<file path="config.mk">
export PLATFORM = sky130hd
export DESIGN_NAME = led_pattern_sequencer
export DESIGN_NICKNAME = d
export VERILOG_FILES = /design/src/rtl/led_pattern_sequencer.sv
export SDC_FILE = /design/constraint.sdc
export NUM_CORES = 1
export LEC_CHECK = 0
export ABC_AREA = 1
export BUFFER_PORTS_ARGS = -buffer_cell sky130_fd_sc_hd__clkbuf_2
export CORE_MARGIN = 2
export CORE_UTILIZATION = 55
export CTS_BUF_LIST = sky130_fd_sc_hd__clkbuf_8
export DETAILED_ROUTE_END_ITERATION = 10
export GPL_TIMING_DRIVEN = 0
export PLACE_DENSITY = 0.7
export SLEW_MARGIN = 10
export SYNTH_ARGS = -nofsm -noshare
export SYNTH_HDL_FRONTEND = slang
export SYNTH_SLANG_ARGS = --single-unit
</file>
<file path="constraint.sdc">
create_clock -name clk -period 7.2 [get_ports clk]
set_clock_uncertainty 0.15 [all_clocks]
set_input_delay 1.44 -clock clk [delete_from_list [all_inputs] [get_ports clk]]
set_output_delay 1.44 -clock clk [all_outputs]
set_load 0.03 [all_outputs]
</file>
<file path="src/rtl/led_pattern_sequencer.sv">
// LED bank sequencer: switch sync/debounce, step prescaler and IDLE/LOAD/RUN/HOLD pattern FSM.
// Optional macro LED_SEQ_BOUNCE_EN turns mode 3 into a bounce pattern instead of rotate-right.
module led_pattern_sequencer #(
  parameter int unsigned DIV_MAX    = 50000000,
  parameter int unsigned DEB_CYCLES = 1000000
) (
  input  logic       clk,
  input  logic       rst,
  input  logic       LED_EN,
  input  logic       SW1,
  input  logic       SW2,
  output logic [7:0] LED_OUT,
  output logic       step_tick,
  output logic [1:0] mode
);

  localparam int unsigned PRESC_W = (DIV_MAX > 2) ? $clog2(DIV_MAX) : 1;
  localparam int unsigned DEB_W   = $clog2(DEB_CYCLES + 1);

  typedef enum logic [1:0] {IDLE, LOAD, RUN, HOLD} state_t;

  state_t             state, state_d;
  logic [1:0]         sync1, raw, raw_prev;
  logic [DEB_W-1:0]   deb_cnt, deb_cnt_inc;
  logic               stable, mode_upd;
  logic [PRESC_W-1:0] presc, presc_d;
  logic [7:0]         led_d;
  logic               tick_d;
  logic               presc_end;
`ifdef LED_SEQ_BOUNCE_EN
  logic               dir, dir_d;   // 0 = moving left, 1 = moving right
`endif

  function automatic logic [7:0] seed_of(input logic [1:0] m);
    case (m)
      2'd0:    seed_of = 8'h01;
      2'd1:    seed_of = 8'h05;
      2'd2:    seed_of = 8'hFE;
`ifdef LED_SEQ_BOUNCE_EN
      default: seed_of = 8'h01;
`else
      default: seed_of = 8'h80;
`endif
    endcase
  endfunction

  // Two-flop synchronizer followed by a stability counter on the synchronized pair
  always_ff @(posedge clk) begin
    if (rst) begin
      sync1    <= '0;
      raw      <= '0;
      raw_prev <= '0;
      deb_cnt  <= '0;
      mode     <= '0;
    end else begin
      sync1    <= {SW1, SW2};
      raw      <= sync1;
      raw_prev <= raw;
      if (mode_upd) begin
        mode    <= raw;
        deb_cnt <= '0;
      end else if (stable && (raw != mode)) begin
        deb_cnt <= deb_cnt_inc;
      end else begin
        deb_cnt <= '0;
      end
    end
  end

  assign stable      = (raw == raw_prev);
  assign deb_cnt_inc = deb_cnt + DEB_W'(1);
  assign mode_upd    = stable && (raw != mode) && (deb_cnt_inc >= DEB_W'(DEB_CYCLES - 1));
  assign presc_end   = (presc == PRESC_W'(DIV_MAX - 1));

  always_ff @(posedge clk) begin
    if (rst) state <= IDLE;
    else     state <= state_d;
  end

  // Mode updates win over the enable so a new mode always reloads its seed
  always_comb begin
    state_d = state;
    case (state)
      IDLE:    if (LED_EN) state_d = LOAD;
      LOAD:    state_d = mode_upd ? LOAD : RUN;
      RUN:     if (mode_upd) state_d = LOAD;
               else if (!LED_EN) state_d = HOLD;
      HOLD:    if (mode_upd) state_d = IDLE;
               else if (LED_EN) state_d = RUN;
      default: state_d = IDLE;
    endcase
  end

  always_comb begin
    led_d   = LED_OUT;
    presc_d = presc;
    tick_d  = 1'b0;
`ifdef LED_SEQ_BOUNCE_EN
    dir_d   = dir;
`endif
    case (state)
      IDLE: begin
        led_d   = '0;
        presc_d = '0;
      end
      LOAD: begin
        led_d   = seed_of(mode);
        presc_d = '0;
`ifdef LED_SEQ_BOUNCE_EN
        dir_d   = 1'b0;
`endif
      end
      RUN: begin
        if (mode_upd) begin
          presc_d = '0;
        end else if (presc_end) begin
          presc_d = '0;
          tick_d  = 1'b1;
          led_d   = {LED_OUT[6:0], LED_OUT[7]};
          if (mode == 2'd3) begin
`ifdef LED_SEQ_BOUNCE_EN
            if (!dir) begin
              if (LED_OUT == 8'h80) begin
                led_d = 8'h40;
                dir_d = 1'b1;
              end
            end else if (LED_OUT == 8'h01) begin
              dir_d = 1'b0;
            end else begin
              led_d = {LED_OUT[0], LED_OUT[7:1]};
            end
`else
            led_d = {LED_OUT[0], LED_OUT[7:1]};
`endif
          end
        end else begin
          presc_d = presc + PRESC_W'(1);
        end
      end
      HOLD: begin
        if (mode_upd) begin
          led_d   = '0;
          presc_d = '0;
        end
      end
      default: ;
    endcase
  end

  always_ff @(posedge clk) begin
    if (rst) begin
      LED_OUT   <= '0;
      step_tick <= 1'b0;
      presc     <= '0;
`ifdef LED_SEQ_BOUNCE_EN
      dir       <= 1'b0;
`endif
    end else begin
      LED_OUT   <= led_d;
      step_tick <= tick_d;
      presc     <= presc_d;
`ifdef LED_SEQ_BOUNCE_EN
      dir       <= dir_d;
`endif
    end
  end

endmodule

</file>
## Word level (Yosys, flattened, before mapping)

Index checks and enable logic that the tools add are counted.

| cells by class | value |
|---|---|
| $lt $le $gt $ge | 1 |
| $add $sub $neg | 2 |
| reduce and logical (&&, ||, !) cells | 9 |
| multiplexer cells | 18 |
| bitwise operators | 2 |
| equality and inequality tests | 15 |

Operators with widths:

| operator | number |
|---|---|
| 2-to-1 mux 26 bit | 3 |
| case mux 26 bit (3 select lines) | 1 |
| 2-to-1 mux 8 bit | 4 |
| case mux 8 bit (4 select lines) | 1 |
| adder 26 x 1 -> 26 bit (second input constant) | 1 |
| == test 26 bit (second input constant) | 1 |
| case mux 8 bit (3 select lines) | 1 |
| adder 20 x 1 -> 20 bit (second input constant) | 1 |
| >= comparator 20 bit (second input constant) | 1 |
| 2-to-1 mux 2 bit | 6 |
| == test 2 bit (second input constant) | 4 |
| inequality test 2 bit (second input constant) | 4 |
| case mux 2 bit (4 select lines) | 1 |
| inequality test 3 bit (second input constant) | 2 |
| AND reduction 3 bit | 2 |
| OR reduction 3 bit | 2 |
| == test 2 x 1 -> 1 bit (second input constant) | 2 |
| logical NOT 2 bit | 2 |
| == test 2 bit | 1 |
| logical AND 1 bit | 2 |
| inequality test 2 bit | 1 |
| NOT 1 bit | 2 |
| OR reduction 2 bit | 1 |
| 2-to-1 mux 1 bit | 1 |

| word-level totals | value |
|---|---|
| logic and storage cells | 56 |
| bits of input ports | 5 |
| flip-flop bits (word level) | 65 |
| output and inout bits | 11 |

## Logic depth before layout (Yosys ltp)

| depth | value |
|---|---|
| depth after elaboration | 5 |
| depth in mapped cells | 19 |
| gate-level depth less buffers | 19 |

## Least setup slack after synthesis

No wires, ideal clock.

| timing | value |
|---|---|
| path kind | register to register |
| start | register deb_cnt[0] |
| end | register LED_OUT[1] |
| cell stages (with the launch flop) | 19 |
| path buffers | 0 |
| arrival | 2059 ps |
| setup time | 128 ps |
| slack | 4863 ps |
| required time | 6922 ps |
| clock period less this slack | 2337 ps |
| path through | dfxtp_1 ha_1 nand2_1 nor2_2 nand2_2 nor2_2 nand2_1 nand2_1 nand2_1 nor2_1 nand2_1 inv_2 nand3_4 nand2_1 nand2_2 nand2_2 nand2_1 o21ai_1 nor2_1 |

| between the ends | value |
|---|---|
| longest elaborated chain between the ends | 5 |
| elaborated cells between the ends (all ways) | 6 |
| those cells by class | add/sub (1); order compare (1); eq/ne (2); reduce/logical (2) |

Ends and longest elaborated chain:

| what | line | text |
|---|---|---|
| start: declaration | 24 | `logic [DEB_W-1:0] deb_cnt, deb_cnt_inc;` |
| start signal: assignment | 63 | `deb_cnt <= deb_cnt_inc;` |
| adder 20 x 1 -> 20 bit (*) | 71 | `assign deb_cnt_inc = deb_cnt + DEB_W'(1);` |
| >= comparator 20 bit (*) | 72 | `assign mode_upd = stable && (raw != mode) && (deb_cnt_inc >= DEB_W'(DEB_CYCLES - 1));` |
| logical AND 1 bit (*) | 72 |  |
| inequality test 2 bit (no source line) | -- |  |
| AND reduction 3 bit (no source line) (*) | -- |  |
| end signal: assignment | 159 | `LED_OUT <= led_d;` |
| end: declaration | 12 | `output logic [7:0] LED_OUT,` |

Every way passes the cells marked *; elsewhere a longest branch is shown, timed or not.
A chain may end at the register's enable or synchronous reset.

## Worst setup path in the final report

Ends and elaborated chain as after synthesis.

==> results.ini <==
[sta]
period_share_pct=38.5
worst_pin_slew_ns=0.662
slew_headroom_pct=55.5
fmax_mhz=361
hold_viol=0
setup_viol=0
rsz0062_at_grt=false
slew_violations=0
fin_setup_tns_ns=0
min_period_ns=2.77

[job]
cap_violations=0

[detailed_routing]
first_pass_iters=7
top_layer_used=met4
met3_length_um=292
wl_met1_um=4130
ant_nets=0
drtIter0Drc=210
wirelength_um=8590
wl_met2_um=4050
viasPerCell=5.21
via_count=3706
routedWlPerCell_um=12.1
drcViolationCount=0

[power]
power.density_nw_per_um2=161
seq_power_share_pct=53.7
ir_worst_vdd_mv=0.0853
clkPwrFrac_pct=41.6
p_sw_share_pct=26.5
leakagePower_uw=0.00161
cellInternalPower_uw=500
power.switching_uw=180
pwr-share-comb_pct=4.7

[global_route]
grt_usage_pct=24.0
grt_antenna_before_repair=0
grt_pass1_vias=3358
grt_max_degree=14
gr-total-overflow=0
grt_pass1_wl_um=14800

[yosys]
synthArstFlopShare_pct=0
ys_types=37
synthTopCellsByArea=dfxtp_1 (34%), nand2_1 (14%), nor2_1 (7.7%)
synth-edff-count=0
syn_area_um2=3840
ys.flop_type=dfxtp_1
ys_warn_count=0
synth.net_count=601
synth.avg_cell_area_um2=6.58
synth_area_leader_cell=dfxtp_1
synth_top_area_share_pct=33.8
synth_seq_cells=65
synthCells=584
yosysSeqAreaShare_pct=33.8

[finish]
layout_common_cells=nand2_1 (141), nor2_1 (79), inv_1 (68)
stdcell_count=711
layout-drive-gt1-share_pct=10.7
nNetsFinal=627
diodes=0
layout_commonest_cell=nand2_1
area_delta_synth_final_pct=9.73

[worst_setup_path]
startpoint_type=register
rr_startpoint=deb_cnt[0]
path_class=register to register
arrival_ns=2.85
end_kind=register
reg2reg_depth=18
worstPathMaxFanout=10
rrSetupSlack_ns=4.43
r2r_end=LED_OUT[1]
required_ns=7.27

[die]
design.core.area_um2=6790
initial_core_util_pct=56.6
rows=30
dieArea_um2=7680
die_h_um=87.6
ios=16
die_w_um=87.6

[place]
placed_cells=695
io_buffers=15
dp_hpwl_um=6380
place_congestion=0.899

[clock_network]
hold_buffers=0
h-tree-depth=3
cts.sinks=65
ctsResizeCount=0
postCtsSetupBuffers=0
clock_latency_ns=0.34
clock_path_buffers=2
clkTransAtPathRegs_ns=0.08
root_buffer=clkbuf_8
cts_tree=yes
cts_buffers=9

[hold_path]
hp-start=sync1[1]
min_path_type=register to register
whs_path_depth=2
worstHoldEndpoint=raw[1]

[run_status]
status=finished clean

per-layer routing:
| metal | GRT usage (%) | vias to the layer above |
|---|---|---|
| met3 | 4.71 | 11 |
| li1 | - | 1949 |
| met5 | 0 | - |
| met1 | 31.5 | 1670 |
| met2 | 39.6 | 76 |
| met4 | 8.39 | 0 |
how the worst max path moves through the flow:
stage / start / end / slack (ns) / cells after the start
after global routing: deb_cnt[0] / LED_OUT[1] / 4.12 / 18
after detailed placement: rst / presc[18] / 4.38 / 4
after global placement: rst / presc[15] / 4.41 / 4
after floorplan: deb_cnt[0] / LED_OUT[1] / 4.86 / 18
after CTS: deb_cnt[0] / presc[7] / 4.39 / 15
final: deb_cnt[0] / LED_OUT[1] / 4.43 / 18
registers in the layout (all words and copies together), names as in the netlist:
name       flops
LED_OUT        8
deb_cnt       20
mode           2
presc         26
raw            2
raw_prev       2
state          2
step_tick      1
sync1          2
kinds of logic (layout without fill, tap and decap cells):
logic type	after synthesis	after routing	share of synthesized area (%)
flip-flops	65	65	33.8
buffers and inverters	88	119	8.98
AND/OR/NAND/NOR	315	315	37.3
XOR/XNOR	19	19	4.33
AO/OA/AOI/OAI	85	85	11.6
adder cells (fa/ha/maj)	12	12	3.90
Yosys cell counts (all sizes together) (4+ instances only):
| master | instances |
|---|---|
| nor3 | 16 |
| inv | 75 |
| nand2 | 148 |
| nand3b | 4 |
| o21ai | 27 |
| ha | 12 |
| nand3 | 36 |
| nand4 | 20 |
| dfxtp | 65 |
| clkbuf | 5 |
| xor2 | 12 |
| xnor2 | 7 |
| a21oi | 51 |
| buf | 7 |
| nor2 | 85 |
worst max-delay path, stage by stage (launching register included):
cell and delay [ns]:
dfxtp_1 0.42, ha_1 0.21, nand2_1 0.10, nor2_2 0.27, nand2_2 0.10, nor2_2 0.13, nand2_1 0.06, nand2_1 0.06
nand2_1 0.06, nor2_1 0.09, nand2_1 0.09, inv_2 0.09, nand3_4 0.16, nand2_1 0.13, nand2_2 0.13, nand2_2 0.20
nand2_1 0.07, o21ai_1 0.07, nor2_1 0.05
area by class of cell:
| class | instances | area, um^2 |
|---|---|---|
| tap | 96 | 120 |
| clock buffer | 9 | 124 |
| clock inverter | 7 | 55.1 |
| fill | 673 | 2570 |
| multi-input combinational | 431 | 2200 |
| buffer | 12 | 60.1 |
| timing repair buffer | 15 | 75.1 |
| inverter | 76 | 285 |
| sequential | 65 | 1300 |
through the flow:
step / hold WS, ns / total power, uW / area (um^2) / util, % / setup slack, ns
final: 0.253 / 680 / 4220 / 62.1 / 4.43
after global routing: 0.291 / 709 / 4220 / 62.1 / 4.12
after CTS: 0.255 / 687 / 4220 / 62.1 / 4.39
after detailed placement: 0.245 / 405 / 4040 / 59.5 / 4.38
after global placement: 0.239 / 405 / 4040 / 59.5 / 4.41
after floorplan: 0.238 / 396 / 3840 / - / 4.86
power by group through the flow:
stage | sequential (uW) | combinational, uW | clock [uW]
2_1_floorplan | 373 | 22.7 | 0
3_3_place_gp | 374 | 31.5 | 0
3_5_place_dp | 374 | 31.9 | 0
4_1_cts | 365 | 31.9 | 290
5_1_grt | 366 | 36.0 | 308
6_report | 365 | 32.1 | 283
No activity file was read; power rests on OpenSTA's default activity.
